`config.mk`:
```
export PLATFORM = sky130hd
export DESIGN_NAME = bitonic_sort_seq
export DESIGN_NICKNAME = d
export VERILOG_FILES = /design/src/rtl/bitonic_sort_seq.sv
export SDC_FILE = /design/constraint.sdc
export NUM_CORES = 1
export LEC_CHECK = 0
export ABC_CLOCK_PERIOD_IN_PS = 5500
export CAP_MARGIN = 10
export CELL_PAD_IN_SITES_DETAIL_PLACEMENT = 0
export CELL_PAD_IN_SITES_GLOBAL_PLACEMENT = 1
export CORE_MARGIN = 8
export CORE_UTILIZATION = 43
export CTS_CLUSTER_DIAMETER = 60
export DETAILED_ROUTE_END_ITERATION = 8
export MAX_ROUTING_LAYER = met4
export PLACE_DENSITY_LB_ADDON = 0.1
export SLEW_MARGIN = 25
export SYNTH_ARGS = -nofsm -noshare
export SYNTH_HDL_FRONTEND = slang
export SYNTH_SLANG_ARGS = --single-unit
```
`constraint.sdc`:
```
create_clock -name clk -period 5.5 [get_ports clk]
set_input_delay 0.55 -clock clk [delete_from_list [all_inputs] [get_ports clk]]
set_output_delay 0.55 -clock clk [all_outputs]
set_load 0.02 [all_outputs]
```
`src/rtl/bitonic_sort_seq.sv`:
```
// Folded bitonic sorter: one compare-exchange stage of PN/2 comparators per clock on a register array.
// Latency: accept edge E0, stages on E1..ES with S = LP*(LP+1)/2, out_valid high after ES; S+2 cycles per vector.
// Backpressure: in_ready only in IDLE; d_out/out_valid held in DONE until out_ready.
//
// Ports:
//   clk, rst_n       clock (rising edge), asynchronous active-low reset
//   clr              synchronous abort back to IDLE; vector discarded, d_out untouched
//   in_valid/in_ready/d_in     vector load handshake, element i = d_in[i]
//   out_valid/out_ready/d_out  sorted vector handshake, d_out registered
//   busy             high while in SORT
//   swap_cnt         (only with BSORT_SWAP_CNT_EN) pairs swapped while sorting the current vector
//
// Optional feature macro: BSORT_SWAP_CNT_EN
module bitonic_sort_seq #(
  parameter int LP  = 3,  // log2 of element count, 1..6
  parameter int dw  = 8,  // element width, unsigned
  parameter int dir = 0   // 0 ascending, 1 descending
) (
  input  logic                        clk,
  input  logic                        rst_n,
  input  logic                        clr,
  input  logic                        in_valid,
  output logic                        in_ready,
  input  logic [2**LP-1:0][dw-1:0]    d_in,
  output logic                        out_valid,
  input  logic                        out_ready,
  output logic [2**LP-1:0][dw-1:0]    d_out,
  output logic                        busy
`ifdef BSORT_SWAP_CNT_EN
  ,
  output logic [$clog2(LP*(LP+1)/2*(2**(LP-1))):0] swap_cnt
`endif
);

  localparam int PN = 2 ** LP;
  localparam int KW = $clog2(LP + 1);
  localparam logic [LP-1:0] ONE_J = 1;
  localparam logic [LP:0]   ONE_K = 1;
  localparam logic [KW-1:0] K_MAX = KW'(LP);
  localparam logic          DIR_B = (dir != 0);

  typedef enum logic [1:0] {
    S_IDLE = 2'd0,
    S_SORT = 2'd1,
    S_DONE = 2'd2
  } state_t;

  state_t                   r_state;
  state_t                   w_state_nxt;
  logic                     w_accept;
  logic                     w_last;
  logic [KW-1:0]            r_k;
  logic [KW-1:0]            r_j;
  logic [PN-1:0][dw-1:0]    r_data;
  logic [PN-1:0][dw-1:0]    r_dout;
  logic [PN-1:0][dw-1:0]    w_next;
  logic [LP-1:0]            w_bit;

  // Partner distance of the current stage.
  assign w_bit  = ONE_J << r_j;
  assign w_last = (r_j == '0) && (r_k == K_MAX);

  // Each element picks its new value from itself or its partner. Both members of a
  // pair evaluate the same decision from the lower index, so they stay consistent.
  genvar gi;
  generate
    for (gi = 0; gi < PN; gi++) begin : g_cx
      localparam logic [LP-1:0] IDX = gi;
      logic [LP-1:0] w_p;
      logic [LP-1:0] w_lo;
      logic [LP-1:0] w_hi;
      logic          w_up;
      logic          w_swap;

      assign w_p  = IDX ^ w_bit;
      assign w_lo = IDX & ~w_bit;
      assign w_hi = IDX | w_bit;
      // Bit k of the lower index picks the block direction; at k=LP the mask lands
      // above the index range, so the whole array sorts up.
      assign w_up   = ~|({1'b0, w_lo} & (ONE_K << r_k)) ^ DIR_B;
      assign w_swap = w_up ? (r_data[w_lo] > r_data[w_hi])
                           : (r_data[w_lo] < r_data[w_hi]);
      assign w_next[gi] = w_swap ? r_data[w_p] : r_data[gi];
    end
  endgenerate

`ifdef BSORT_SWAP_CNT_EN
  localparam int CW = $clog2(LP*(LP+1)/2*(2**(LP-1))) + 1;
  logic [PN-1:0] w_pair_swap;
  logic [CW-1:0] w_nswap;
  logic [CW-1:0] r_swap_cnt;

  // Count each swapped pair once, from its lower member.
  generate
    for (gi = 0; gi < PN; gi++) begin : g_cnt
      assign w_pair_swap[gi] = ~|(LP'(gi) & w_bit) & g_cx[gi].w_swap;
    end
  endgenerate

  always_comb begin
    w_nswap = '0;
    for (int i = 0; i < PN; i++) begin
      w_nswap = w_nswap + CW'(w_pair_swap[i]);
    end
  end

  always_ff @(posedge clk or negedge rst_n) begin
    if (!rst_n) begin
      r_swap_cnt <= '0;
    end else if (!clr) begin
      if (w_accept) begin
        r_swap_cnt <= '0;
      end else if (r_state == S_SORT) begin
        r_swap_cnt <= r_swap_cnt + w_nswap;
      end
    end
  end

  assign swap_cnt = r_swap_cnt;
`endif

  // State register.
  always_ff @(posedge clk or negedge rst_n) begin
    if (!rst_n) begin
      r_state <= S_IDLE;
    end else begin
      r_state <= w_state_nxt;
    end
  end

  // Next state; clr overrides every transition, including an accept.
  always_comb begin
    w_state_nxt = r_state;
    w_accept    = 1'b0;
    if (clr) begin
      w_state_nxt = S_IDLE;
    end else begin
      case (r_state)
        S_IDLE: begin
          if (in_valid) begin
            w_state_nxt = S_SORT;
            w_accept    = 1'b1;
          end
        end
        S_SORT: begin
          if (w_last) begin
            w_state_nxt = S_DONE;
          end
        end
        S_DONE: begin
          if (out_ready) begin
            w_state_nxt = S_IDLE;
          end
        end
        default: w_state_nxt = S_IDLE;
      endcase
    end
  end

  // Data array, stage counters and output register.
  always_ff @(posedge clk or negedge rst_n) begin
    if (!rst_n) begin
      r_data <= '0;
      r_dout <= '0;
      r_k    <= '0;
      r_j    <= '0;
    end else if (!clr) begin
      if (w_accept) begin
        r_data <= d_in;
        r_k    <= KW'(1);
        r_j    <= '0;
      end else if (r_state == S_SORT) begin
        r_data <= w_next;
        if (r_j != '0) begin
          r_j <= r_j - 1'b1;
        end else if (r_k != K_MAX) begin
          // New merge width: j restarts at (new k) - 1, which is the old k.
          r_k <= r_k + 1'b1;
          r_j <= r_k;
        end
        if (w_last) begin
          r_dout <= w_next;
        end
      end
    end
  end

  assign in_ready  = (r_state == S_IDLE);
  assign busy      = (r_state == S_SORT);
  assign out_valid = (r_state == S_DONE);
  assign d_out     = r_dout;

endmodule
```
==> results.cfg, run 1 <==
[status]
status = completed

[yosys]
syn-num-nets = 1378
synth_top_flop_cell = dfrtp_1
ys_ff_latch = 134
synth_edf_count = 0
synth.avg_cell_area_sq_um = 8.63
synth.largest_area_cell = dfrtp_1
synth_top_area_frac = 0.313
ys_warn_count = 0
synth.yosys.seq_area_share = 0.313
netlist-cell-type-count = 56
synth_commonest_cells = nand2_1, dfrtp_1, o21ai_0
syn_area_sq_mm = 0.0107
yosysMostFrequentCell = nand2_1
synth_cells = 1242
synth_area_leaders = dfrtp_1, ha_1, nand2_1
async_flop_share = 1.00

[place]
hpwlAfterDp_um = 28500
dpl_worst_slack_ps = 1320
io_buffers = 135
dpl_cell_area_sq_mm = 0.0122
gp_congestion = 0.920

[cts]
htree_levels = 4
clockRootBuffer = clkbuf_16
clockBufferDepth = 2
ctsResizeCount = 0
cts_tree = yes
cts_hold_buf = 0
numCtsBuffers = 17
cts_num_sinks = 134
insertion_delay_ps = 440
clkTransAtPathRegs_ps = 70
cts_setup_buffers = 0

[cells_and_area]
area_growth_pct = 19.7
diodes = 0
nets = 1451
drive_gt1_frac = 0.0964
fin_area_sq_mm = 0.0128
seq_area_sq_mm = 0.00336
multi_input_area_sq_mm = 0.00679
fillers = 2358
fin_util = 0.526

[setup_path]
cp_max_fo = 147
worstSetupEndpointType = flop
reg2reg_slack_ps = 1260
cp_data_required_time_ps = 5780
crit_type = reg2reg
crit_arrival_ps = 4520
critPathLaunchType = flop

[drt]
routed_wl_um = 39100
drtIter0Drc = 1145
dr_total_vias = 10000
dr.pass1.iters = 5
viasPerCell = 6.06
ant_nets = 0
wl_per_cell_um = 23.7
drc = 0

[timing]
slew-limit-headroom = 0.336
setup_viol = 0
finalHoldViolCount = 0
period_needed_ps = 4240
rsz0062_at_grt = no
fmax_ghz = 0.236
drv_slew = 0
tns_ps = 0
fin_ws_ps = 1260
skew_ps = 11.9
min_period_over_period = 0.770
holdWs_ps = 167
tightest_slew_ps = 996

[die]
initial_core_util = 0.439
die_x_um = 174
ios = 136
die_h_um = 174
rows = 57
die-area_sq_mm = 0.0302
core_sq_mm = 0.0244

[hold_path]
hold_class = in2async

[global_route]
antenna_found_initial = 0
grt_overflow = 0
grt_use_total = 0.263
grt_pass1_vias = 9780
grt_max_degree = 148
grt_pass1_wl_um = 59800

[power]
cellLeakagePower_uw = 0.00542
power_density_mw_per_mm2 = 754
vdd_drop_max_v = 0.000324

[run]
maxCapViolCount = 0
## stage by stage
stage / total power (uW) / std cells
floorplan: 6380 / 1242
global placement: 8420 / 1620
detailed placement: 8440 / 1620
CTS: 9650 / 1652
global route: 10400 / 1652
finish: 9670 / 1652
## worst paths after layout
check,startpoint,endpoint,cells past startpoint
setup / recovery,r_j[0]$_DFFE_PN0P_,d_out[49]$_DFFE_PN0P_,12
hold / removal,rst_n,d_out[39]$_DFFE_PN0P_,1
setup reg to reg,r_j[0]$_DFFE_PN0P_,d_out[49]$_DFFE_PN0P_,12
hold reg to reg,d_out[52]$_DFFE_PN0P_,d_out[52]$_DFFE_PN0P_,2
max in group asynchronous,rst_n,d_out[1]$_DFFE_PN0P_,2
min in group clk,d_out[52]$_DFFE_PN0P_,d_out[52]$_DFFE_PN0P_,2
## worst max-delay path, cell delays in order (launching register included)
cell and delay [ps]:
dfrtp_4 710, buf_12 520, mux2_2 400, nand2_1 80
o21ai_0 110, ha_1 340, and4b_1 180, a2111oi_0 430
o31ai_1 200, mux4_2 300, or2_2 410, mux2i_1 240
o21ai_0 120
## registers in the layout, indices dropped and copies added, names as in the netlist
| signal | cells |
|---|---|
| r_data | 64 |
| r_j | 2 |
| d_out | 64 |
| r_k | 2 |
| r_state | 2 |
## per-layer routing
metal,global-route usage,wire (um),vias to the layer above
li1,-,-,4703
met1,0.341,17200,4849
met2,0.403,18200,402
met3,0.0468,2600,60
met4,0.101,1190,0
met5,-,0,-
## report_power, final
group | leakage, uW | internal, uW | switching [uW]
clock network | 0.000277 | 685 | 493
logic | 0.00343 | 2710 | 3500
registers | 0.00172 | 1390 | 898
## cell usage in the layout (no fill, tap or decap), types with 11 or more instances in the layout
cell	n
mux2_2	30
o221ai_1	19
a21o_1	13
buf_4	17
clkbuf_16	17
mux2i_1	63
a211oi_1	11
and2_1	20
inv_1	42
o21ai_0	121
and3_1	20
mux4_2	27
a221o_1	41
a31oi_1	12
clkdlybuf4s50_1	134
ha_1	67
a21oi_1	94
o211ai_1	28
nand3_1	26
nor2_1	61
nor3_1	11
nor2b_1	38
dfrtp_1	132
nand2_1	168
## logic make-up (layout without fill, tap and decap cells)
group / after synthesis / count (layout) / share of synthesized area
compound gates: 386 / 386 / 0.231
xor+xnor: 3 / 3 / 0.00245
fa+ha+maj: 67 / 67 / 0.0782
buf+inv: 142 / 228 / 0.0546
flops: 134 / 134 / 0.313
mux: 122 / 122 / 0.150
simple gates: 388 / 388 / 0.171
## layout make-up
| type | instances | area share |
|---|---|---|
| sequential | 134 | 0.262 |
| multi-input combinational | 966 | 0.530 |
| clock inverter | 13 | 0.0115 |
| timing repair buffer | 154 | 0.119 |
| clock buffer | 19 | 0.0345 |
| tap | 324 | 0.0316 |
| inverter | 42 | 0.0123 |
No activity file was read; power rests on OpenSTA's default activity.
==> run 2, diff against run 1 <==
- ABC_CLOCK_PERIOD_IN_PS: 5500 -> 3400
- CORE_UTILIZATION: 43 -> 39
- clock period: 5.5 -> 3.4 ns (I/O delays scaled with it)
==> results.cfg, run 2 (same netlist as run 1, synthesis figures left out) <==
[drt]
dr.pass1.iters = 5
ant_nets = 0
dr_total_vias = 10600
drc = 0
viasPerCell = 5.99
routed_wl_um = 43100
drtIter0Drc = 849
wl_per_cell_um = 24.3

[setup_path]
cp_data_required_time_ps = 3710
reg2reg_slack_ps = 100
crit_path_start = r_j[0]$_DFFE_PN0P_
crit_type = reg2reg
setup.worst_path.end = r_data[1]$_DFFE_PN0P_
reg2reg_depth = 13
r2r-start = r_j[0]$_DFFE_PN0P_
crit_arrival_ps = 3600
cp_max_fo = 29
worstSetupEndpointType = flop
critPathLaunchType = flop
reg2reg_to = r_data[1]$_DFFE_PN0P_

[cells_and_area]
final_cell_mix = nand2_1, clkdlybuf4s50_1, dfrtp_1
seq_area_sq_mm = 0.00336
fin_util = 0.516
fillers = 2579
layout_commonest_cell = nand2_1
nets = 1557
area_growth_pct = 29.8
multi_input_area_sq_mm = 0.00689
drive_gt1_frac = 0.174

[timing]
fmax_ghz = 0.303
min_period_over_period = 0.970
tns_ps = 0
slew-limit-headroom = 0.504
setup_viol = 0
drv_slew = 0
rsz0062_at_grt = yes
period_needed_ps = 3300
skew_ps = 12.6
holdWs_ps = 480
tightest_slew_ps = 744
finalHoldViolCount = 0

[cts]
cts_num_sinks = 134
clockBufferDepth = 2
cts_tree = yes
clockRootBuffer = clkbuf_16
htree_levels = 4
clkTransAtPathRegs_ps = 70
numCtsBuffers = 17
insertion_delay_ps = 440

[global_route]
grt_use_total = 0.264
grt_max_degree = 74
grt_pass1_vias = 10400
grt_overflow = 0
grt_pass1_wl_um = 64800
antenna_found_initial = 0

[run]
maxCapViolCount = 0

[die]
rows = 60
die_h_um = 182
initial_core_util = 0.398
die-area_sq_mm = 0.0330
ios = 136
die_x_um = 182
core_sq_mm = 0.0270

[status]
status = completed

[place]
io_buffers = 135
hpwlAfterDp_um = 32500
gp_congestion = 1.01

[power]
power_density_mw_per_mm2 = 1260
cellLeakagePower_uw = 0.00602
vdd_drop_max_v = 0.000561

[hold_path]
holdPathStages = 2
hp-start = d_out[39]$_DFFE_PN0P_
hold_class = reg2reg
run 2: cell count changes in the layout (fill, tap and decap cells not counted), moves of 2 or more:
cell        previous run  this run
mux2i_1               63        60
clkinvlp_4             4         2
inv_6                  3         6
o21ai_0              121       114
o21ai_1                4         7
buf_6                  1         5
clkbuf_16             17        19
nor2b_2                0         2
nor2b_1               38        36
buf_4                 17       107
buf_12                 2         9
o21ai_2                1         4
mux2i_2                0         3
run 2: area by class of cell:
class,count,area share
Antenna cell,1,0.000180
Clock buffer,19,0.0326
Clock inverter,13,0.00972
Inverter,42,0.0113
Multi-Input combinational cell,966,0.495
Sequential cell,134,0.242
Tap cell,341,0.0307
Timing Repair Buffer,260,0.179
run 2: power by group:
part           total (uW)  switching (uW)  internal (uW)
logic               12300            6700           5590
clock network        1930             861           1070
registers            3260             997           2260
run 2: metal layers:
layer  part of all wire  GRT usage
met5                  0          -
met3              0.056     0.0367
met4              0.030     0.0846
met1               0.44      0.336
met2               0.48      0.428
run 2: how the worst min path moves through the flow:
stage	end	slack (ps)
after floorplan	d_out[0]$_DFFE_PN0P_	40
after global placement	d_out[57]$_DFFE_PN0P_	420
after detailed placement	d_out[60]$_DFFE_PN0P_	430
after CTS	r_data[2]$_DFFE_PN0P_	470
after global routing	r_data[0]$_DFFE_PN0P_	490
final	d_out[39]$_DFFE_PN0P_	480
run 2: stage by stage:
step | instance area [sq um] | instances | setup WS (ps) | power, uW
after floorplan | 10800 | 1242 | 7.58 | 10400
after global routing | 13900 | 1775 | -16.6 | 18700
after detailed placement | 13100 | 1732 | 6.09 | 15000
after CTS | 13700 | 1765 | 2.04 | 17000
final | 13900 | 1776 | 102 | 17500
after global placement | 13100 | 1732 | 1.02 | 14900
run 2: worst max-delay path, cell delays in order, from the launching register on:
cell and delay [ps]:
dfrtp_4 540, buf_12 180, buf_16 160, nor2b_1 150
nor3_1 380, a21oi_1 130, ha_1 330, nand4_1 80
or3_1 380, o21ai_0 110, o21ai_2 150, buf_4 190
nand2_1 210, o221ai_1 170
run 2: timing repair:
| action | in CTS | in global routing |
|---|---|---|
| endpoints found under the setup margin | 1 | 100 |
| buffers inserted | 0 | 8 |
| pin swaps | 0 | 3 |
| endpoints found under the hold margin | 71 | 0 |
| gates resized for setup | 1 | 32 |
| gates cloned | 0 | 2 |
| hold buffers | 1 | 0 |
